===== src/rtl/sdram_port_arbiter_pkg.sv =====
// Shared encodings for the SDRAM port arbiter: grant codes, FSM states and
// requester index helpers.
package sdram_port_arbiter_pkg;

    typedef enum logic [1:0] {
        GNT_NONE = 2'd0,
        GNT_VID  = 2'd1,
        GNT_WR   = 2'd2,
        GNT_HRD  = 2'd3
    } grant_e;

    typedef enum logic [1:0] {
        ST_IDLE  = 2'd0,
        ST_ISSUE = 2'd1,
        ST_BURST = 2'd2
    } state_e;

    localparam int BURST_LEN_DEF = 8;
    localparam int NUM_REQ       = 3;

    // Requester indices; grant code is always index + 1.
    localparam logic [1:0] IDX_VID = 2'd0;
    localparam logic [1:0] IDX_WR  = 2'd1;
    localparam logic [1:0] IDX_HRD = 2'd2;

    function automatic logic [1:0] wrap_inc(input logic [1:0] idx);
        return (idx == IDX_HRD) ? IDX_VID : idx + 2'd1;
    endfunction

    function automatic grant_e idx_to_grant(input logic [1:0] idx);
        return grant_e'(idx + 2'd1);
    endfunction

    function automatic logic [1:0] grant_to_idx(input grant_e gnt);
        return 2'(gnt) - 2'd1;
    endfunction

endpackage


===== src/rtl/sdram_port_arbiter_arb_pick.sv =====
// Combinational winner selection: urgent video, then lowest-index starved
// requester, then round-robin starting at the pointer.
module arb_pick
    import sdram_port_arbiter_pkg::*;
(
    input  logic [NUM_REQ-1:0] i_req,
    input  logic               i_urgent,
    input  logic [NUM_REQ-1:0] i_starved,
    input  logic [1:0]         i_rr_ptr,
    output logic               o_valid,
    output logic [1:0]         o_winner,
    output logic               o_promoted
);

    logic [1:0] w_rot_idx [NUM_REQ];

    // w_rot_idx[k] is the k-th candidate in round-robin order.
    for (genvar gi = 0; gi < NUM_REQ; gi++) begin : g_rot
        logic [2:0] w_sum;
        assign w_sum         = {1'b0, i_rr_ptr} + 3'(gi);
        assign w_rot_idx[gi] = (w_sum >= 3'd3) ? 2'(w_sum - 3'd3) : w_sum[1:0];
    end

    always_comb begin
        o_valid    = |i_req;
        o_winner   = IDX_VID;
        o_promoted = 1'b0;
        if (i_urgent) begin
            o_winner = IDX_VID;
        end else if (|i_starved) begin
            o_promoted = 1'b1;
            if (i_starved[0])      o_winner = IDX_VID;
            else if (i_starved[1]) o_winner = IDX_WR;
            else                   o_winner = IDX_HRD;
        end else begin
            // Walk backwards so the earliest pending candidate is assigned last.
            for (int k = NUM_REQ - 1; k >= 0; k--) begin
                if (i_req[w_rot_idx[k]]) o_winner = w_rot_idx[k];
            end
        end
    end

endmodule


===== src/rtl/sdram_port_arbiter.sv =====
// Shares one SDRAM controller request port between video fetch, host write and
// host readback; one burst per grant, grant held until the last beat.
module sdram_port_arbiter
    import sdram_port_arbiter_pkg::*;
#(
    parameter int         BURST_LEN    = BURST_LEN_DEF,
    parameter logic [1:0] URGENT_LEVEL = 2'b01,
    parameter int         STARVE_LIMIT = 64
) (
    input  logic        mem_clk,
    input  logic        reset,
    input  logic        vid_rd_req,
    input  logic [24:0] vid_rd_addr,
    input  logic [1:0]  vid_fifo_level,
    output logic        vid_ack,
    input  logic        wr_req,
    input  logic [24:0] wr_addr,
    input  logic [31:0] wr_data,
    output logic        wr_ack,
    output logic        wr_data_next,
    input  logic        hrd_req,
    input  logic [24:0] hrd_addr,
    output logic        hrd_ack,
    output logic        hrd_data_valid,
    output logic        mem_rd_req,
    output logic        mem_wr_req,
    output logic [24:0] mem_addr,
    output logic [31:0] mem_wr_data,
    input  logic        mem_ack,
    input  logic        mem_wr_data_next,
    input  logic        mem_rd_data_valid,
    output logic [1:0]  grant,
    output logic        starve_evt
);

    localparam logic [3:0] BEAT_LAST = 4'(BURST_LEN - 1);

    state_e      r_state;
    grant_e      r_grant;
    logic        r_is_write;
    logic        r_mem_rd_req;
    logic        r_mem_wr_req;
    logic [24:0] r_mem_addr;
    logic [3:0]  r_beat_cnt;
    logic [1:0]  r_rr_ptr;

    logic [NUM_REQ-1:0] w_req;
    logic [NUM_REQ-1:0] w_starved;
    logic [NUM_REQ-1:0] w_served;
    logic               w_urgent;
    logic               w_pick_valid;
    logic [1:0]         w_pick_idx;
    logic               w_pick_promoted;
    logic               w_decide;
    logic [24:0]        w_pick_addr;
    logic               w_beat;
    logic [3:0]         w_cnt_now;
    logic               w_last_beat;

    assign w_req    = {hrd_req, wr_req, vid_rd_req};
    assign w_urgent = vid_rd_req && (vid_fifo_level <= URGENT_LEVEL);

    arb_pick u_pick (
        .i_req      (w_req),
        .i_urgent   (w_urgent),
        .i_starved  (w_starved),
        .i_rr_ptr   (r_rr_ptr),
        .o_valid    (w_pick_valid),
        .o_winner   (w_pick_idx),
        .o_promoted (w_pick_promoted)
    );

    assign w_decide = (r_state == ST_IDLE) && w_pick_valid;

    // Per-requester wait counters, saturating at 8 bits.
    for (genvar gi = 0; gi < NUM_REQ; gi++) begin : g_starve
        logic [7:0] r_cnt;

        assign w_served[gi]  = (r_grant == idx_to_grant(2'(gi)))
                             || (w_decide && (w_pick_idx == 2'(gi)));
        assign w_starved[gi] = w_req[gi] && (int'(r_cnt) >= STARVE_LIMIT);

        always_ff @(posedge mem_clk) begin
            if (reset) begin
                r_cnt <= 8'd0;
            end else if (!w_req[gi] || w_served[gi]) begin
                r_cnt <= 8'd0;
            end else if (r_cnt != 8'hFF) begin
                r_cnt <= r_cnt + 8'd1;
            end
        end
    end

    always_comb begin
        w_pick_addr = vid_rd_addr;
        case (w_pick_idx)
            IDX_WR:  w_pick_addr = wr_addr;
            IDX_HRD: w_pick_addr = hrd_addr;
            default: w_pick_addr = vid_rd_addr;
        endcase
    end

    // A beat accompanying mem_ack counts as the first beat of the burst.
    assign w_beat      = r_is_write ? mem_wr_data_next : mem_rd_data_valid;
    assign w_cnt_now   = (r_state == ST_ISSUE) ? 4'd0 : r_beat_cnt;
    assign w_last_beat = w_beat && (w_cnt_now == BEAT_LAST);

    always_ff @(posedge mem_clk) begin
        if (reset) begin
            r_state      <= ST_IDLE;
            r_grant      <= GNT_NONE;
            r_is_write   <= 1'b0;
            r_mem_rd_req <= 1'b0;
            r_mem_wr_req <= 1'b0;
            r_mem_addr   <= 25'd0;
            r_beat_cnt   <= 4'd0;
            r_rr_ptr     <= IDX_VID;
        end else begin
            case (r_state)
                ST_IDLE: begin
                    if (w_pick_valid) begin
                        r_grant      <= idx_to_grant(w_pick_idx);
                        r_mem_addr   <= w_pick_addr;
                        r_is_write   <= (w_pick_idx == IDX_WR);
                        r_mem_wr_req <= (w_pick_idx == IDX_WR);
                        r_mem_rd_req <= (w_pick_idx != IDX_WR);
                        r_state      <= ST_ISSUE;
                    end
                end
                ST_ISSUE: begin
                    if (mem_ack) begin
                        r_mem_rd_req <= 1'b0;
                        r_mem_wr_req <= 1'b0;
                        if (w_last_beat) begin
                            r_state    <= ST_IDLE;
                            r_grant    <= GNT_NONE;
                            r_rr_ptr   <= wrap_inc(grant_to_idx(r_grant));
                            r_beat_cnt <= 4'd0;
                        end else begin
                            r_state    <= ST_BURST;
                            r_beat_cnt <= w_beat ? 4'd1 : 4'd0;
                        end
                    end
                end
                ST_BURST: begin
                    if (w_last_beat) begin
                        r_state    <= ST_IDLE;
                        r_grant    <= GNT_NONE;
                        r_rr_ptr   <= wrap_inc(grant_to_idx(r_grant));
                        r_beat_cnt <= 4'd0;
                    end else if (w_beat) begin
                        r_beat_cnt <= r_beat_cnt + 4'd1;
                    end
                end
                default: r_state <= ST_IDLE;
            endcase
        end
    end

    assign grant      = r_grant;
    assign mem_rd_req = r_mem_rd_req;
    assign mem_wr_req = r_mem_wr_req;
    assign mem_addr   = r_mem_addr;
    assign starve_evt = w_decide && w_pick_promoted;

    assign vid_ack = mem_ack && (r_state == ST_ISSUE) && (r_grant == GNT_VID);
    assign wr_ack  = mem_ack && (r_state == ST_ISSUE) && (r_grant == GNT_WR);
    assign hrd_ack = mem_ack && (r_state == ST_ISSUE) && (r_grant == GNT_HRD);

    assign wr_data_next   = mem_wr_data_next && (r_grant == GNT_WR);
    assign hrd_data_valid = mem_rd_data_valid && (r_grant == GNT_HRD);
    assign mem_wr_data    = (r_grant == GNT_WR) ? wr_data : 32'd0;

endmodule


===== config.mk =====
export PLATFORM = sky130hd
export DESIGN_NAME = sdram_port_arbiter
export DESIGN_NICKNAME = d
export VERILOG_FILES = /design/src/rtl/sdram_port_arbiter_pkg.sv /design/src/rtl/sdram_port_arbiter_arb_pick.sv /design/src/rtl/sdram_port_arbiter.sv
export SDC_FILE = /design/constraint.sdc
export NUM_CORES = 1
export LEC_CHECK = 0
export CORE_MARGIN = 2
export CORE_UTILIZATION = 40
export DETAILED_ROUTE_END_ITERATION = 10
export PLACE_DENSITY = 0.84
export SETUP_SLACK_MARGIN = 0.3
export SLEW_MARGIN = 20
export SYNTH_ARGS = -nofsm -noshare
export SYNTH_HDL_FRONTEND = slang
export SYNTH_HIERARCHICAL = 1
export SYNTH_SLANG_ARGS = --single-unit
export TNS_END_PERCENT = 1

===== constraint.sdc =====
create_clock -name mem_clk -period 3 [get_ports mem_clk]
set_input_delay 0.3 -clock mem_clk [delete_from_list [all_inputs] [get_ports mem_clk]]
set_output_delay 0.3 -clock mem_clk [all_outputs]
set_load 0.01 [all_outputs]

# Yosys cells after proc, flatten, opt, wreduce, memory -nomap -nowiden
# Cells that the tools add are included.
# W data, S select, Z words.
word_totals:
  regBits: 62
  in_bits: 117
  output_inout_bits: 67
  elab_cells: 137
classes:
  n_addsub: 12
  order_cmp: 10
  n_eq_ne: 17
  n_mux: 46
  reduce_logical: 41
ops:
  columns: ["op", "n"]
  rows:
  - ["$pmux W25 S2", 1]
  - ["$mux W2", 20]
  - ["$mux W32", 1]
  - ["$add A8 B1 Y8 const B", 3]
  - ["$ge A8 B7 Y1 const B", 3]
  - ["$ne A8 B8 Y1 const B", 3]
  - ["$logic_and A1 B1 Y1", 16]
  - ["$mux W4", 4]
  - ["$pmux W2 S3", 2]
  - ["$reduce_and A3 Y1", 4]
  - ["$mux W1", 11]
  - ["$eq A2 B2 Y1 const B", 5]
  - ["$lt A2 B3 Y1 const B", 3]
  - ["$pmux W4 S2", 1]
  - ["$bmux W1 S2", 3]
  - ["$eq A2 B1 Y1 const B", 3]
  - ["$ge A3 B2 Y1 const B", 2]
  - ["$logic_or A1 B1 Y1", 6]
  - ["$ne A2 B2 Y1 const B", 3]
  - ["$reduce_or A2 Y1", 3]
  - ["$reduce_or A3 Y1", 2]
  - ["$sub A2 B2 Y2 const B", 3]
  - ["$add A2 B1 Y2 const B", 2]
  - ["$add A4 B1 Y4 const B", 1]
  - ["15 further kinds", 21]

# Depth between registers and ports, before layout
# Gate-level depths: netlist of the first run.
depth:
  ltp_word: 15
  depth_mapped: 13
  ltp_nobuf: 11

# Cells and area by module
# Netlist of the first run, hierarchy kept.
modules_own_cells:
  columns: ["mod", "instances", "cells_per_inst", "area_each_um2", "seq_area_each_um2"]
  rows:
  - ["sdram_port_arbiter", 1, 428, 3435.8, 1241.2]
  - ["arb_pick", 1, 21, 145.1, 0.0]

# Worst setup path before layout of the first run
# Ideal clock, no wire load.
synth_path:
  path_kind: "register to register"
  from: "reg r_rr_ptr[0]"
  to: "reg r_mem_addr[21], in the netlist mem_addr[21]"
  setup_time_ps: 65
  arrival_time_ps: 2454
  required_time_ps: 2935
  path_slack_ps: 481
  path_stages_with_launch: 14
  n_path_buf: 2
  period_less_slack_ps: 2519
  cell_sequence: "dfxtp_1 inv_1 ha_1 and2b_1 o211ai_2 a2111oi_2 inv_1 ha_1 buf_2 clkbuf_1 nor2_1 a211oi_1 a21oi_1 nor2_1"
synth_between:
  elab_chain_cells: 12
  word_cells_on_any_way: 25
  cone_classes: "add/sub (5); order compare (3); eq/ne (2); mux (15)"
synth_lines:
  columns: ["element", "line_no", "text"]
  rows:
  - ["start: declaration", "sdram_port_arbiter.sv:45", "logic [1:0] r_rr_ptr;"]
  - ["start signal: assignment", "sdram_port_arbiter.sv:137", "r_rr_ptr <= wrap_inc(grant_to_idx(r_grant));"]
  - ["start signal: assignment", "sdram_port_arbiter.sv:149", "r_rr_ptr <= wrap_inc(grant_to_idx(r_grant));"]
  - ["$add A2 B2 Y3", "sdram_port_arbiter_arb_pick.sv:20", "assign w_sum = {1'b0, i_rr_ptr} + 3'(gi);"]
  - ["$ge A3 B2 Y1 or $sub A2 B2 Y2 (tied branches)", "sdram_port_arbiter_arb_pick.sv:21", "assign w_rot_idx[gi] = (w_sum >= 3'd3) ? 2'(w_sum - 3'd3) : w_sum[1:0];"]
  - ["$mux W2", "sdram_port_arbiter_arb_pick.sv:21", null]
  - ["$bmux W1 S2", "sdram_port_arbiter_arb_pick.sv:38", "if (i_req[w_rot_idx[k]]) o_winner = w_rot_idx[k];"]
  - ["$mux W1 (not written as such)", "sdram_port_arbiter_arb_pick.sv:38", null]
  - ["$mux W2 (2 in series)", "sdram_port_arbiter_arb_pick.sv:38", null]
  - ["$mux W2 *", "sdram_port_arbiter_arb_pick.sv:38", null]
  - ["$mux W2 *", "sdram_port_arbiter_arb_pick.sv:30", "end else if (|i_starved) begin"]
  - ["$mux W2 *", "sdram_port_arbiter_arb_pick.sv:28", "if (i_urgent) begin"]
  - ["net w_pick_idx[1]", "sdram_port_arbiter.sv:52", "logic [1:0] w_pick_idx;"]
  - ["$eq A2 B2 Y1 or $eq A2 B1 Y1 (tied branches)", "sdram_port_arbiter.sv:96", "case (w_pick_idx)"]
  - ["$pmux W25 S2 *", "sdram_port_arbiter.sv:96", null]
  - ["end signal: assignment", "sdram_port_arbiter.sv:123", "r_mem_addr <= w_pick_addr;"]
  - ["end: declaration", "sdram_port_arbiter.sv:43", "logic [24:0] r_mem_addr;"]
# The timed path passes the listed nets; every way through them passes the cells marked *. The select of a mux whose other input is x is not followed.
# A chain may end at the register's enable or synchronous reset.

# Worst setup path after layout of the first run
layout_path:
  from: "reg r_rr_ptr[0]"
  to: "reg r_mem_addr[4], in the netlist mem_addr[4]"
# The elaborated chain is that of the path after synthesis.

==> flow_summary.yaml, run 1 <==
logic_synthesis:
  ys_ff_latch: 62
  synthCells: 449
  ys_seq_area_share_pct: 34.7
  ys_warn_count: 6
  ys_async_sr_fraction_pct: 0
  synth-edff-count: 0
  post_synth_main_area_contributors: "dfxtp_1, nor2_1, and2_1"
  postSynthAreaPerCell_sq_um: 7.98
  mappedNetlistArea_sq_mm: 0.00358
  yosysTopAreaCell: "dfxtp_1"
  synth_cell_types: 52
  postSynth.topFlopCell: "dfxtp_1"
  mappedNetlistNets: 580
  synth.top_cell.area_share_pct: 34.7
route:
  detailroute.wirelength.met3_mm: 1.07
  drc: 0
  postRouteAntennaNets: 0
  met1Wirelength_mm: 4.56
  drt-initial-drc-count: 129
  met2RoutedLength_mm: 5.84
  routed-via-count: 4046
  finalWirelength_mm: 11.8
  detail_route.wl_per_cell_um: 16.0
  firstDrtPassIters: 5
  topRoutingLayerUsed: "met4"
  routed_via_density: 5.49
timing:
  final_report_setup_violation_count: 0
  fin_tns_setup_ns: 0
  hold_slack_ns: 0.477
  fin_worst_skew_ns: 0.0101
  clock.fmax_mhz: 387
  slew_headroom_pct: 66.9
  timing_worst_slew_pin_value_ns: 0.497
  report.final.slew_viol_count: 0
  layout_min_cycle_time_ns: 2.58
  hold_viol: 0
  rsz_0062_raised_after_global_routing: "yes"
  post-route-period-util_pct: 86.0
outcome:
  run_status: "completed"
final_layout:
  area_growth_pct: 60.6
  highest_count_cells_in_the_layout_ignoring_fill_and_taps: "clkdlybuf4s50_1, nor2_1, dfxtp_1"
  n_antenna_cell: 0
  layout.cells.most_common: "clkdlybuf4s50_1"
  share_of_final_layout_standard_cells_stronger_than_drive_strength_1_pct: 5.72
  finalNetCount: 755
power:
  p_int_w: 0.00198
  power_density_mw_per_mm2: 533
  worst_ir_drop_vdd_uv: 338
  reg_power_share_pct: 34.8
  total_switching_power_w: 0.00109
  total_leakage_power_nw: 2.14
  clkPwrFrac_pct: 20.7
  share_comb_of_total_power_pct: 44.5
  switching_share_pct: 35.5
clock_tree:
  postCtsHoldBufs: 0
  insertion_delay_ns: 0.35
  tritoncts: "yes"
  clk_path_buf_depth: 2
  clk_transition_reported_paths_ns: 0.06
  cts_inserted_buffers: 9
  clock-root-buffer: "clkbuf_8"
  cts_num_sinks: 62
  htree_levels: 3
min_path:
  worst_hold_path_type: "flop to flop"
floorplanning:
  dieHeight_um: 98.6
  start_util_pct: 41.1
  die_area_sq_mm: 0.00972
  rows: 34
  top_level_ports: 184
  floorplan.core_area_sq_mm: 0.00872
  floorplan.die.width_um: 98.6
placement:
  place.port_buffers: 182
  globalplace.congestion: 0.822
  hpwlAfterDp_mm: 8.72
worst_setup_path:
  critical_path.startpoint_type: "flop"
  cp_max_fo: 25
  worst_endpoint_data_arrival_time_ns: 2.86
  critical_path_end_type: "flop"
  cp.required_ns: 3.28
  crit_type: "flop to flop"
run:
  cap_viol_max_count: 0
global_route:
  grt_pass1_wl_mm: 18.5
  overall_global_routing_resource_usage_pct: 23.2
  grt_antenna_before_repair: 0
  grt_max_degree: 53
  first_global_vias: 3886
  gr-total-overflow: 0
## worst paths after layout
path                                                 start                         end  slack (ns)  depth (start not counted)
worst min register to register  r_beat_cnt[1]$_SDFFE_PP0P_  r_beat_cnt[1]$_SDFFE_PP0P_        0.48                          2
worst max-delay path              r_rr_ptr[0]$_SDFFE_PP0P_    mem_addr[4]$_SDFFE_PP0P_        0.42                         12
worst min-delay path            r_beat_cnt[1]$_SDFFE_PP0P_  r_beat_cnt[1]$_SDFFE_PP0P_        0.48                          2
worst max register to register    r_rr_ptr[0]$_SDFFE_PP0P_    mem_addr[4]$_SDFFE_PP0P_        0.42                         12
## synthesized netlist by cell type, drive strengths merged, types with 5 or more instances
cell / instances
nor2: 80
dfxtp: 62
a21oi: 38
and2: 34
a211oi: 28
a22oi: 25
clkbuf: 19
nand2: 17
ha: 14
mux2i: 11
a31oi: 10
buf: 10
nand3: 9
inv: 8
nand4: 8
nor3: 8
and3: 7
nand2b: 6
nand4b: 5
nor2b: 5
## kinds of logic after synthesis
kind of cell	synth area share, %
simple gates	27.7
compound gates	23.1
flops	34.7
buf+inv	4.54
fa+ha+maj	4.89
mux	3.39
xor+xnor	1.71
## flip-flops by register name, summed over array words and instances, names as in the netlist
signal,cells
mem_addr,25
g_starve.r_cnt,24
r_beat_cnt,4
grant,2
r_rr_ptr,2
r_state,2
mem_rd_req,1
mem_wr_req,1
r_is_write,1
## power by group through the flow
stage,Sequential (W),Clock [W],Combinational [W]
5_1_grt,0.00109,0.000687,0.00148
6_report,0.00107,0.000635,0.00136
3_5_place_dp,0.00108,0,0.00134
2_1_floorplan,0.00111,0,0.000668
3_3_place_gp,0.00107,0,0.00130
4_1_cts,0.00106,0.000655,0.00134
## worst max-delay path, cell delays in order, from the launching register on
cell	delay, ns
dfxtp_1	0.35
inv_1	0.05
ha_1	0.33
nand2_1	0.08
a31oi_1	0.14
a2111oi_4	0.46
inv_2	0.11
ha_4	0.33
buf_12	0.18
nor2_1	0.07
a211oi_1	0.26
a21oi_1	0.08
nor2_1	0.09
## area by class of cell
class,instances,area (sq um)
clock inverters,1,5.00
multi-input cells,349,2240
clock buffers,15,156
repair buffers,193,1940
fillers,700,2970
inverters,9,33.8
well taps,108,135
flip-flops and latches,62,1240
## what timing repair did
item | 4_1_cts | 5_1_grt
pin swaps | 0 | 1
buffers inserted | 0 | 0
hold endpoints to repair | 0 | 0
cloned | 0 | 1
setup endpoints to repair | 15 | 35
resized for setup | 1 | 10
## stage by stage
step | power [W] | area [sq um] | utilization (%) | setup slack (ns) | cells
global route | 0.00325 | 5750 | 66.0 | 0.189 | 737
global placement | 0.00237 | 5500 | 63.0 | 0.163 | 720
finish | 0.00306 | 5750 | 66.0 | 0.419 | 737
detailed placement | 0.00241 | 5500 | 63.0 | 0.0883 | 720
floorplan | 0.00178 | 3580 | - | 0.481 | 449
CTS | 0.00306 | 5670 | 65.0 | 0.312 | 736
## per-layer routing
metal	global-route usage, %	vias up
met1	26.4	1906
li1	-	1962
met2	39.2	158
met3	9.65	20
met4	8.01	0
met5	0	-
No activity file was read; power rests on OpenSTA's default activity.
==> run 2: changes to the inputs <==
--- a/config.mk
+++ b/config.mk
@@ -8,6 +8,7 @@
 export CORE_MARGIN = 2
 export CORE_UTILIZATION = 40
 export DETAILED_ROUTE_END_ITERATION = 10
+export GPL_ROUTABILITY_DRIVEN = 1
 export PLACE_DENSITY = 0.84
 export SETUP_SLACK_MARGIN = 0.3
 export SLEW_MARGIN = 20
==> results of run 2 <==
No change in the layout: final DEF, timing and power equal those of run 1.
==> run 3: changes to the inputs <==
--- a/config.mk
+++ b/config.mk
@@ -9,6 +9,7 @@
 export CORE_UTILIZATION = 40
 export DETAILED_ROUTE_END_ITERATION = 10
 export GPL_ROUTABILITY_DRIVEN = 1
+export GPL_TIMING_DRIVEN = 0
 export PLACE_DENSITY = 0.84
 export SETUP_SLACK_MARGIN = 0.3
 export SLEW_MARGIN = 20
==> run 3 against run 2 <==
Non-clock buffer count increased by 23. Die area is the same. Sequential power hardly changed. Clock skew up 0.0030 ns. Count of clock-buffer cells in the layout is 2 lower. Hold slack gained 0.0093 ns. Clock power is 35% higher. Sequential share of layout area decreased by 0.88 points. Critical path type unchanged. Fmax shrank 2.1%. Final cell count is 3.1% higher.
==> flow_summary.yaml, run 3 (synthesis results as in run 1) <==
floorplanning:
  rows: 34
  floorplan.core_area_sq_mm: 0.00872
  top_level_ports: 184
  start_util_pct: 41.1
  floorplan.die.width_um: 98.6
  dieHeight_um: 98.6
  die_area_sq_mm: 0.00972
clock_tree:
  clk_transition_reported_paths_ns: 0.07
  cts_inserted_buffers: 9
  insertion_delay_ns: 0.34
  tritoncts: "yes"
  postCtsHoldBufs: 0
  htree_levels: 3
  clk_path_buf_depth: 2
  clock-root-buffer: "clkbuf_8"
  cts_num_sinks: 62
final_layout:
  final_cell_area_excluding_filler_cells_sq_mm: 0.00601
  largest_register_ff_count: 25
  finalNetCount: 778
  n_antenna_cell: 0
  layout.cells.most_common: "clkdlybuf4s50_1"
  highest_count_cells_in_the_layout_ignoring_fill_and_taps: "clkdlybuf4s50_1, nor2_1, dfxtp_1"
  share_of_final_layout_standard_cells_stronger_than_drive_strength_1_pct: 10.4
  utilization_pct: 68.9
  area_growth_pct: 67.8
placement:
  placed_area_sq_mm: 0.00554
  globalplace.congestion: 0.862
  hpwlAfterDp_mm: 9.22
  place.port_buffers: 182
timing:
  final_report_setup_violation_count: 0
  rsz_0062_raised_after_global_routing: "yes"
  hold_viol: 0
  report.final.slew_viol_count: 0
  timing_worst_slew_pin_value_ns: 0.579
  layout_min_cycle_time_ns: 2.64
  clock.fmax_mhz: 379
  fin_tns_setup_ns: 0
  fin_worst_skew_ns: 0.0132
  post-route-period-util_pct: 87.8
  slew_headroom_pct: 61.4
route:
  detail_route.wl_per_cell_um: 16.0
  postRouteAntennaNets: 0
  finalWirelength_mm: 12.1
  routed-via-count: 4125
  firstDrtPassIters: 5
  routed_via_density: 5.43
  drc: 0
  drt-initial-drc-count: 187
global_route:
  grt_pass1_wl_mm: 18.6
  grt_antenna_before_repair: 0
  grt_max_degree: 11
  gr-total-overflow: 0
  overall_global_routing_resource_usage_pct: 23.5
  first_global_vias: 3886
worst_setup_path:
  critical_path_end_type: "flop"
  timing.critical_path.slowest_cell_delay_ns: 0.41
  critical_path_cell_count: 12
  cp.required_ns: 3.27
  worstRegToRegCells: 12
  cp_max_fo: 10
  critical_path_buf_inv_count: 4
  critical_path.most_common_cell: "inv_1"
  critical_path.startpoint_type: "flop"
  worst_endpoint_data_arrival_time_ns: 2.91
  path_cells: "inv_1 -> ha_4 -> and2b_1 -> o211ai_2 -> a2111oi_4 -> inv_1 -> ha_1 -> buf_4 -> clkbuf_4 -> a211oi_1 -> a21oi_1 -> nor2_1"
  crit_type: "flop to flop"
  crit_family: "compound AO/OA/AOI/OAI gates"
  crit_path_max_delay_cell_type: "a2111oi_4"
power:
  worst_ir_drop_vdd_uv: 362
  power_density_mw_per_mm2: 561
  total_leakage_power_nw: 2.26
outcome:
  run_status: "completed"
run:
  cap_viol_max_count: 0
min_path:
  holdPathStages: 2
  worst_hold_path_type: "flop to flop"
## run 3: final timing paths
path                           endpoint  slack (ns)                        from
min reg2reg  r_beat_cnt[1]$_SDFFE_PP0P_        0.49  r_beat_cnt[1]$_SDFFE_PP0P_
min          r_beat_cnt[1]$_SDFFE_PP0P_        0.49  r_beat_cnt[1]$_SDFFE_PP0P_
max reg2reg   mem_addr[22]$_SDFFE_PP0P_        0.36    r_rr_ptr[0]$_SDFFE_PP0P_
max           mem_addr[22]$_SDFFE_PP0P_        0.36    r_rr_ptr[0]$_SDFFE_PP0P_
## run 3: where the power goes
part / internal [W] / switching, W / total [W]
registers: 0.000960 / 0.000109 / 0.00107
logic: 0.000721 / 0.000726 / 0.00145
clock network: 0.000535 / 0.000322 / 0.000857
total: 0.00222 / 0.00116 / 0.00337
## run 3: what timing repair did
item                       4_1_cts  5_1_grt
setup endpoints to repair       33       39
pin swaps                        1        5
setup buffers                    0        5
resized for setup                9       56
## run 3: layer usage
layer,GRT usage [%],share of wire (%)
met3,7.87,8.7
met4,7.17,1.7
met1,27.4,40
met2,41.0,49
met5,0,0
## run 3: per-stage QoR
step                setup slack, ns  hold slack, ns  std cells  total power [W]
global route                  0.237           0.516        760          0.00356
finish                        0.365           0.486        760          0.00337
detailed placement           -0.292           0.471        739          0.00245
global placement             -0.126           0.458        739          0.00241
floorplan                     0.481           0.444        449          0.00178
CTS                           0.277           0.481        755          0.00332
## run 3: worst min-delay path, stage by stage, from the launching register on
cell     delay (ns)
dfxtp_1        0.33
nand2_1        0.06
a21oi_1        0.05
## run 3: layout make-up
cell class	instances	area (sq um)
fill	673	2710
clock inverter	3	65.1
tap	108	135
buffer	29	193
timing repair buffer	187	1860
multi-input combinational	349	2310
clock buffer	13	169
sequential	62	1240
inverter	9	33.8
